## src/rtl/mc_maindec.sv

```systemverilog
// -----------------------------------------------------------------------------
// mc_maindec
// Multicycle main controller for the MIPS core. Walks each instruction through
// fetch / decode / execute / memory / writeback and decodes the current state
// into the datapath enables for that cycle. Memory accesses wait on mem_ready,
// BNE decode is optional, and an unknown opcode parks the controller in a trap
// state with a sticky illegal flag until reset.
//
// State table (state | meaning):
//   IDLE    (0)  | out of reset, nothing driven
//   FETCH   (1)  | read instruction at PC, PC+4 when memory responds
//   DECODE  (2)  | register read, branch target precompute, opcode dispatch
//   MEMADR  (3)  | effective address for LW/SW
//   MEMRD   (4)  | load data read, waits for mem_ready
//   MEMWB   (5)  | load data written to rt
//   MEMWR   (6)  | store write strobe, held until mem_ready
//   RTYPEEX (7)  | ALU operation selected by funct
//   RTYPEWB (8)  | ALU result written to rd
//   BEQEX   (9)  | compare, PC takes branch target on zero
//   ADDIEX  (10) | register + sign-extended immediate
//   ADDIWB  (11) | ADDI result written to rt
//   JEX     (12) | PC takes jump target
//   BNEEX   (13) | compare, PC takes branch target on non-zero
//   TRAP    (14) | illegal opcode seen, frozen until reset
//
// Ports:
//   clk        - clock, rising edge
//   reset_n    - asynchronous active-low reset
//   op         - opcode field of the instruction register
//   mem_ready  - memory finished its access this cycle
//   memwrite, iord, irwrite, pcwrite, branch, branch_ne, alusrca, alusrcb,
//   pcsrc, regdst, memtoreg, regwrite, aluop
//              - datapath controls decoded from the current state
//   illegal    - sticky illegal-opcode flag
//   state_o    - current state encoding, for debug
// -----------------------------------------------------------------------------
module mc_maindec #(
    parameter int OPW    = 6,
    parameter bit EN_BNE = 1'b1,
    parameter int STW    = 4
) (
    input  logic           clk,
    input  logic           reset_n,
    input  logic [OPW-1:0] op,
    input  logic           mem_ready,
    output logic           memwrite,
    output logic           iord,
    output logic           irwrite,
    output logic           pcwrite,
    output logic           branch,
    output logic           branch_ne,
    output logic           alusrca,
    output logic [1:0]     alusrcb,
    output logic [1:0]     pcsrc,
    output logic           regdst,
    output logic           memtoreg,
    output logic           regwrite,
    output logic [1:0]     aluop,
    output logic           illegal,
    output logic [STW-1:0] state_o
);

    typedef enum logic [STW-1:0] {
        S_IDLE    = STW'(0),
        S_FETCH   = STW'(1),
        S_DECODE  = STW'(2),
        S_MEMADR  = STW'(3),
        S_MEMRD   = STW'(4),
        S_MEMWB   = STW'(5),
        S_MEMWR   = STW'(6),
        S_RTYPEEX = STW'(7),
        S_RTYPEWB = STW'(8),
        S_BEQEX   = STW'(9),
        S_ADDIEX  = STW'(10),
        S_ADDIWB  = STW'(11),
        S_JEX     = STW'(12),
        S_BNEEX   = STW'(13),
        S_TRAP    = STW'(14)
    } state_t;

    localparam logic [OPW-1:0] OP_RTYPE = OPW'(6'b000000);
    localparam logic [OPW-1:0] OP_LW    = OPW'(6'b100011);
    localparam logic [OPW-1:0] OP_SW    = OPW'(6'b101011);
    localparam logic [OPW-1:0] OP_BEQ   = OPW'(6'b000100);
    localparam logic [OPW-1:0] OP_BNE   = OPW'(6'b000101);
    localparam logic [OPW-1:0] OP_ADDI  = OPW'(6'b001000);
    localparam logic [OPW-1:0] OP_J     = OPW'(6'b000010);

    state_t state_q, state_d;
    logic   illegal_q, illegal_d;

    always_ff @(posedge clk or negedge reset_n) begin
        if (!reset_n) begin
            state_q   <= S_IDLE;
            illegal_q <= 1'b0;
        end else begin
            state_q   <= state_d;
            illegal_q <= illegal_d;
        end
    end

    // Next-state logic. op only matters in DECODE and MEMADR.
    always_comb begin
        state_d = state_q;
        case (state_q)
            S_IDLE:    state_d = S_FETCH;
            S_FETCH:   if (mem_ready) state_d = S_DECODE;
            S_DECODE: begin
                case (op)
                    OP_RTYPE:      state_d = S_RTYPEEX;
                    OP_LW, OP_SW:  state_d = S_MEMADR;
                    OP_BEQ:        state_d = S_BEQEX;
                    OP_BNE:        state_d = EN_BNE ? S_BNEEX : S_TRAP;
                    OP_ADDI:       state_d = S_ADDIEX;
                    OP_J:          state_d = S_JEX;
                    default:       state_d = S_TRAP;
                endcase
            end
            S_MEMADR:  state_d = (op == OP_LW) ? S_MEMRD : S_MEMWR;
            S_MEMRD:   if (mem_ready) state_d = S_MEMWB;
            S_MEMWB:   state_d = S_FETCH;
            S_MEMWR:   if (mem_ready) state_d = S_FETCH;
            S_RTYPEEX: state_d = S_RTYPEWB;
            S_RTYPEWB: state_d = S_FETCH;
            S_BEQEX:   state_d = S_FETCH;
            S_BNEEX:   state_d = S_FETCH;
            S_ADDIEX:  state_d = S_ADDIWB;
            S_ADDIWB:  state_d = S_FETCH;
            S_JEX:     state_d = S_FETCH;
            S_TRAP:    state_d = S_TRAP;
            // Encoding 15 cannot be reached normally; recover via IDLE.
            default:   state_d = S_IDLE;
        endcase
    end

    // Flag rises on the same edge that enters TRAP and only reset clears it.
    always_comb begin
        illegal_d = illegal_q | (state_d == S_TRAP);
    end

    // Output decode. Only FETCH looks at an input: the IR load and PC+4
    // write must coincide with the cycle memory actually returns the word.
    always_comb begin
        memwrite  = 1'b0;
        iord      = 1'b0;
        irwrite   = 1'b0;
        pcwrite   = 1'b0;
        branch    = 1'b0;
        branch_ne = 1'b0;
        alusrca   = 1'b0;
        alusrcb   = 2'b00;
        pcsrc     = 2'b00;
        regdst    = 1'b0;
        memtoreg  = 1'b0;
        regwrite  = 1'b0;
        aluop     = 2'b00;
        case (state_q)
            S_FETCH: begin
                alusrcb = 2'b01;
                irwrite = mem_ready;
                pcwrite = mem_ready;
            end
            S_DECODE: begin
                alusrcb = 2'b11;
            end
            S_MEMADR: begin
                alusrca = 1'b1;
                alusrcb = 2'b10;
            end
            S_MEMRD: begin
                iord = 1'b1;
            end
            S_MEMWB: begin
                memtoreg = 1'b1;
                regwrite = 1'b1;
            end
            S_MEMWR: begin
                iord     = 1'b1;
                memwrite = 1'b1;
            end
            S_RTYPEEX: begin
                alusrca = 1'b1;
                aluop   = 2'b10;
            end
            S_RTYPEWB: begin
                regdst   = 1'b1;
                regwrite = 1'b1;
            end
            S_BEQEX: begin
                alusrca = 1'b1;
                aluop   = 2'b01;
                pcsrc   = 2'b01;
                branch  = 1'b1;
            end
            S_BNEEX: begin
                alusrca   = 1'b1;
                aluop     = 2'b01;
                pcsrc     = 2'b01;
                branch_ne = 1'b1;
            end
            S_ADDIEX: begin
                alusrca = 1'b1;
                alusrcb = 2'b10;
            end
            S_ADDIWB: begin
                regwrite = 1'b1;
            end
            S_JEX: begin
                pcsrc   = 2'b10;
                pcwrite = 1'b1;
            end
            default: begin
            end
        endcase
    end

    assign illegal = illegal_q;
    assign state_o = state_q;

endmodule

```

## config.mk

```make
export PLATFORM = sky130hd
export DESIGN_NAME = mc_maindec
export DESIGN_NICKNAME = d
export VERILOG_FILES = /design/src/rtl/mc_maindec.sv
export SDC_FILE = /design/constraint.sdc
export NUM_CORES = 1
export LEC_CHECK = 0
export CAP_MARGIN = 15
export CORE_ASPECT_RATIO = 1.1
export CORE_MARGIN = 2
export CORE_UTILIZATION = 38
export CTS_CLUSTER_DIAMETER = 30
export DETAILED_ROUTE_END_ITERATION = 10
export GPL_TIMING_DRIVEN = 0
export PLACE_DENSITY = 0.78
export REMOVE_ABC_BUFFERS = 1
export SLEW_MARGIN = 20
export SYNTH_ARGS = -nofsm -noshare
export SYNTH_HDL_FRONTEND = slang
export SYNTH_SLANG_ARGS = --single-unit
```

## constraint.sdc

```tcl
create_clock -name clk -period 2.05 [get_ports clk]
set_clock_uncertainty 0.2 [all_clocks]
set_input_delay 0.3075 -clock clk [delete_from_list [all_inputs] [get_ports clk]]
set_output_delay 0.3075 -clock clk [all_outputs]
set_load 0.03 [all_outputs]
```

==> results of run 1 <==
==> per-stage QoR <==
step / setup TNS [ns] / power (mW) / cell area (um2) / cells / utilization
after detailed placement: -3.612 / 1.242 / 863.3 / 122 / 0.6239
after CTS: -0.04977 / 1.482 / 983.4 / 139 / 0.7107
final: -0.03733 / 1.545 / 1006 / 142 / 0.7269
after global routing: -0.1713 / 1.649 / 1006 / 142 / 0.7269
after global placement: -3.308 / 1.229 / 863.3 / 122 / 0.6239
after floorplan: -0.8499 / 0.8665 / 553.0 / 77 / -
==> metal layers <==
metal	wire length, um	global-route usage
met5	0	0
met4	14	0.04000
met3	123	0.04523
met2	916	0.4156
met1	712	0.2143
==> cells in the final DEF (no fill, tap or decap), types with 3 or more instances in the layout <==
| cell type | instances |
|---|---|
| nand2_1 | 5 |
| o21ai_0 | 4 |
| clkbuf_4 | 3 |
| clkdlybuf4s50_1 | 10 |
| inv_1 | 5 |
| buf_4 | 17 |
| a21oi_1 | 6 |
| dfrtp_2 | 4 |
| dlygate4sd2_1 | 10 |
| nor2_1 | 12 |
| nand2b_1 | 5 |
| nor3_1 | 3 |
==> worst paths after layout <==
| check | from | to | slack, ns | cells past startpoint |
|---|---|---|---|---|
| setup / recovery | state_o[3] | pcwrite | -0.04 | 5 |
| min in group clk | illegal | illegal | 0.38 | 2 |
| max in group asynchronous | reset_n | state_o[3] | 1.35 | 1 |
| setup reg to reg | state_o[0] | illegal | 0.23 | 5 |
| hold / removal | reset_n | state_o[1] | 0.09 | 1 |
| hold reg to reg | illegal | illegal | 0.38 | 2 |
==> logic make-up after synthesis <==
group,count (synthesis),share of synthesized area
buffers and inverters,10,0.06812
XOR/XNOR,1,0.01539
AO/OA/AOI/OAI,23,0.2901
flip-flops,5,0.2198
AND/OR/NAND/NOR,42,0.4066
==> what timing repair did <==
| action | 4_1_cts | 5_1_grt |
|---|---|---|
| buffers inserted | 13 | 3 |
| setup endpoints to repair | 21 | 11 |
| pin swaps | 1 | 0 |
| gates cloned | 0 | 0 |
| gates resized for setup | 39 | 13 |
==> sequential cells by signal (all words and copies together), names as in the netlist <==
register / flops
state_o: 4
illegal: 1
==> power by group through the flow <==
stage / logic, mW / clock network, mW / registers [mW]
2_1_floorplan: 0.555 / 0 / 0.311
3_3_place_gp: 0.953 / 0 / 0.276
3_5_place_dp: 0.964 / 0 / 0.278
4_1_cts: 1.16 / 0.114 / 0.210
5_1_grt: 1.31 / 0.120 / 0.221
6_report: 1.22 / 0.110 / 0.212
==> area by class of cell <==
type / instances / area, um2 / share of cell area
Multi-Input combinational cell: 66 / 421.7 / 0.4192
Timing Repair Buffer: 45 / 385.4 / 0.3831
Sequential cell: 5 / 130.1 / 0.1294
Clock buffer: 4 / 26.28 / 0.02612
Inverter: 6 / 22.52 / 0.02239
Tap cell: 16 / 20.02 / 0.01990
==> key figures, run 1 <==
Synthesis
  – Most frequent cell after synthesis: nor2_1
  – Async SR Flop Fraction: 1.000
  – Yosys Warn Count: 0
  – Top-area cell type share of the netlist area: 0.2198
  – Seq/Total Area, Yosys: 0.2198
  – Post-Syn Instances: 81
  – Syn avg cell area: 7.028 um2
  – EDFF count, synth: 0
  – Ys flop type: dfrtp_1
  – Flops & latches, synth: 5
  – Synth cell types: 35
  – Top post-synthesis cells by area: dfrtp_1, nor2_1, nand2b_1, a21oi_1, inv_1
  – Syn Std Cell Area: 569.3 um2
  – Area leader, netlist: dfrtp_1
  – Commonest cells post-synth: nor2_1, a21oi_1, inv_1, nand2b_1

Setup path
  – CP max-delay cell: dfrtp_2
  – Crit start category: flip-flop
  – Crit path cell chain: or2_4 > or3_4 > inv_2 > or2_2 > buf_6
  – Crit-path max FO: 6
  – Delay-heaviest family, CP: simple AND/OR/NAND/NOR gates
  – Critical Path RT: 1.54 ns
  – Sum of buffers and inverters on the critical path: 2
  – CP Capture Type: primary output
  – Crit Path Category: reg2out
  – WP data arrival: 1.58 ns
  – Max stage delay on crit path: 0.45 ns

Die
  – Die width: 40.91 um
  – Core ar.: 1384 um2
  – Die Y: 44.60 um
  – IO Count: 30
  – Starting Density: 0.4114
  – Site Rows: 14
  – Die area: 1824 um2

Drt
  – Routed Antenna Nets: 0
  – Iter 0 DRT Violations: 13
  – DR vias/cell: 5.479
  – Drt pass-1 iters: 4
  – Drt drc: 0
  – Via count: 778
  – Routed WL per cell: 12.44 um
  – Post-Route WL: 1766 um

CTS
  – TritonCTS Buffers: 3
  – Skew-Pair Late Insertion Delay: 0.24 ns
  – CTS Root Cell: clkbuf_4
  – Clk slew on worst S/H paths: 0.04 ns
  – H-tree depth: 1
  – CTS sink cnt: 5
  – CTS tree: yes
  – Clock Path Buffers: 2
  – CTS Hold Buffers Added: 0

Timing
  – Final hold viol count: 0
  – Slew Limit Fails: 0
  – Slew Limit Headroom: 0.6679
  – Worst Max-Slew Pin Slew: 0.4969 ns
  – Final WS setup: -0.03733 ns
  – F_max: 0.4791 GHz
  – Setup Viol. Count Final: 1
  – RSZ-0062 raised after global routing: true
  – Final hold slack: 0.09253 ns
  – Final Critical Period: 2.087 ns
  – Final worst-path cycle share: 1.018

Pwr
  – Clock share of power: 0.071
  – Sw Ratio: 0.5119
  – PD cells: 1535 nW/um2
  – Sequential fraction of design power: 0.137
  – Sw power: 0.7907 mW
  – Power share of the combinational group: 0.792
  – Internal: 0.7539 mW
  – Leak: 0.5077 nW
  – Max IR drop VDD: 1.114 mV

Finish
  – Nets: 136
  – Filler Cells Inserted: 116
  – Area Growth Syn to Fin: 76.70%
  – Share of layout cells above drive strength 1: 0.2937
  – Antenna diodes: 0

Global routing
  – Global route overflow: 0
  – Global Route Usage Sum: 0.2130
  – Pin count of the biggest net entering global routing: 10
  – Vias in the first global route: 709
  – Initial antenna violation count: 0
  – Global-route wire length before repair: 2732 um

Outcome
  – Status: finished with violations
  – Failing checks: negative setup slack

Placed design
  – PortBufs: 29
  – Post-place setup slack: -0.6448 ns
  – Detailed-placement wirelength estimate: 1127 um
  – GP Congestion: 0.8001

Job
  – Max-Cap Viols: 0

Worst hold path
  – Worst hold path type: in2async
Power figures use the tool's default switching activity.
==> inputs of run 2 (changes only) <==
--- a/config.mk
+++ b/config.mk
@@ -7,2 +7,3 @@
 export LEC_CHECK = 0
+export ABC_AREA = 1
 export CAP_MARGIN = 15
==> constraint.sdc (replaced) <==
create_clock -name clk -period 2.05 [get_ports clk]
set_clock_uncertainty 0.2 [all_clocks]
set_input_delay 0.5125 -clock clk [delete_from_list [all_inputs] [get_ports clk]]
set_output_delay 0.5125 -clock clk [all_outputs]
set_load 0.03 [all_outputs]
==> key figures, run 2 <==
Outcome
  – Status: finished, final reports clean

Timing
  – Slew Limit Fails: 0
  – Final Critical Period: 2.032 ns
  – RSZ-0062 raised after global routing: true
  – Final hold viol count: 0
  – F_max: 0.4922 GHz
  – Setup Viol. Count Final: 0
  – Slew Limit Headroom: 0.7943
  – Final worst-path cycle share: 0.9912
  – Final hold slack: 0.2547 ns
  – Worst Max-Slew Pin Slew: 0.3076 ns

Setup path
  – Crit-path max FO: 8
  – Crit start category: flip-flop
  – Max stage delay on crit path: 0.45 ns
  – Sum of buffers and inverters on the critical path: 2
  – CP Capture Type: primary output
  – WP depth: 4
  – RR Endpoint: illegal
  – Reg2Reg Setup Slack: 0.38 ns
  – Reg2reg path depth: 10
  – WP data arrival: 1.32 ns
  – Critical Path RT: 1.34 ns
  – R2r startpoint: state_o[0]
  – Worst setup path start: state_o[0]
  – Delay-heaviest family, CP: flip-flops
  – Crit Path Category: reg2out
  – CP max-delay cell: dfrtp_2
  – Crit path cell chain: inv_1 > nand2_2 > o221ai_1 > buf_4

Drt
  – Drt drc: 0
  – Via count: 791
  – Iter 0 DRT Violations: 10
  – DR vias/cell: 4.975
  – Post-Route WL: 1622 um
  – Routed WL per cell: 10.20 um
  – Routed Antenna Nets: 0
  – Drt pass-1 iters: 4

Pwr
  – Power share of the combinational group: 0.759
  – Sequential fraction of design power: 0.161
  – Sw power: 0.8078 mW
  – Leak: 0.5656 nW
  – PD cells: 1529 nW/um2
  – Clock share of power: 0.080
  – Max IR drop VDD: 0.7776 mV
  – Sw Ratio: 0.5745
  – Internal: 0.5982 mW
  – Power consumption: 1.406 mW

Global routing
  – GR peak layer: met2
  – Pin count of the biggest net entering global routing: 9
  – Met2 Use GR: 0.3719
  – Global Route Usage Sum: 0.1974
  – Met1 usage: 0.1963
  – Global route overflow: 0
  – Global Route met3 Usage: 0.05025
  – Vias in the first global route: 658
  – Global-route wire length before repair: 2532 um
  – Initial antenna violation count: 0

Die
  – Starting Density: 0.4114
  – IO Count: 30
  – Site Rows: 14
  – Core ar.: 1384 um2
  – Die Y: 44.60 um
  – Die area: 1824 um2
  – Die width: 40.91 um

Synthesis
  – Syn avg cell area: 5.474 um2
  – Post-Syn Instances: 104
  – Async SR Flop Fraction: 1.000
  – Ys flop type: dfrtp_1
  – EDFF count, synth: 0
  – Commonest cells post-synth: nor2_1, inv_1, nand2_1, nand3_1, dfrtp_1
  – Top post-synthesis cells by area: dfrtp_1, nor2_1, inv_1, nand2_1, nand3_1
  – Seq/Total Area, Yosys: 0.2198
  – Most frequent cell after synthesis: nor2_1
  – Flops & latches, synth: 5
  – Top-area cell type share of the netlist area: 0.2198
  – Syn Std Cell Area: 569.3 um2
  – Yosys Warn Count: 0
  – Area leader, netlist: dfrtp_1
  – Synth cell types: 18

Finish
  – Max reg flops: 4
  – Nets: 153
  – Share of layout cells above drive strength 1: 0.3217
  – Area Growth Syn to Fin: 61.54%
  – Most frequent cells in the layout: inv_1, nand2_1, nor2_1
  – Antenna diodes: 0
  – Finished Core Util: 0.6646
  – Commonest non-fill, non-tap cell in the layout: inv_1

Placed design
  – PortBufs: 29
  – GP Congestion: 0.7684
  – Detailed-placement wirelength estimate: 1264 um

CTS
  – CTS sink cnt: 5
  – Clk slew on worst S/H paths: 0.05 ns
  – TritonCTS Buffers: 3
  – Skew-Pair Late Insertion Delay: 0.24 ns
  – Clock Path Buffers: 2
  – CTS tree: yes
  – H-tree depth: 1
  – CTS Root Cell: clkbuf_4
  – CTS Hold Buffers Added: 0

Worst hold path
  – Hold EP: illegal
  – Worst hold path type: reg2reg
  – Worst Hold Launch: illegal
  – Hold Crit Depth: 2

Job
  – Max-Cap Viols: 0
## run 2: cell types whose count changed after synthesis, sizes merged, moves of 3 or more
cell	previous run	this run
nand2	5	25
nand2b	7	0
inv	6	23
clkbuf	3	0
nand3	2	15
or2	3	0
nor2	12	24
## run 2: per-layer routing
| layer | wire, um | vias up |
|---|---|---|
| met5 | 0 | - |
| met4 | 17 | 0 |
| met3 | 112 | 2 |
| met2 | 872 | 30 |
| met1 | 620 | 354 |
| li1 | - | 405 |
## run 2: area by class of cell
type                    count  area [um2]
fillers                   152       464.2
multi-input cells          76       380.4
repair buffers             35       276.5
flip-flops and latches      5       130.1
inverters                  23       86.33
clock buffers               4       26.28
well taps                  16       20.02
## run 2: kinds of logic after synthesis
group	synth area share
and+or+nand+nor	0.5077
buffers and inverters	0.1517
AOI/OAI and AO/OA	0.1209
DFF	0.2198
## run 2: power by group through the flow
stage / logic, mW / clock network (mW) / registers [mW]
floorplan: 0.599 / 0 / 0.273
global placement: 1.03 / 0 / 0.215
detailed placement: 1.04 / 0 / 0.217
CTS: 0.999 / 0.117 / 0.222
global route: 1.16 / 0.121 / 0.233
finish: 1.07 / 0.112 / 0.227
## run 2: stage by stage
step | cells | cell area [um2] | worst slack [ns] | setup TNS [ns]
finish | 159 | 919.6 | 0.01811 | 0
detailed placement | 149 | 879.6 | -0.5033 | -3.995
CTS | 156 | 895.9 | 0.008074 | 0
global placement | 149 | 879.6 | -0.5087 | -3.850
global route | 159 | 919.6 | -0.06661 | -0.2655
floorplan | 104 | 569.3 | -0.1437 | -0.3694
## run 2: timing repair
action | 4_1_cts | 5_1_grt
setup buffers | 3 | 3
endpoints found under the setup margin | 20 | 15
gates cloned | 0 | 0
pin swaps | 1 | 3
resized for setup | 86 | 23
## run 2: worst register-to-register path: cells and delay by family, from the launching register on
kind            cells  cell delay (ns)
compound gates      1             0.14
flops               1             0.45
buf+inv             2             0.24
simple gates        7             0.56
## run 2: worst max-delay path by stage
stage / endpoint / slack [ns]
after global routing: alusrcb[1] / -0.07
final: alusrca / 0.02
after global placement: pcwrite / -0.51
after CTS: alusrcb[1] / 0.008
after detailed placement: pcwrite / -0.50
after floorplan: alusrcb[1] / -0.14
==> inputs of run 3 (changes only) <==
- CAP_MARGIN: 15 -> 0
==> results of run 3 <==
Final layout, timing and power as in run 2 (identical DEF).
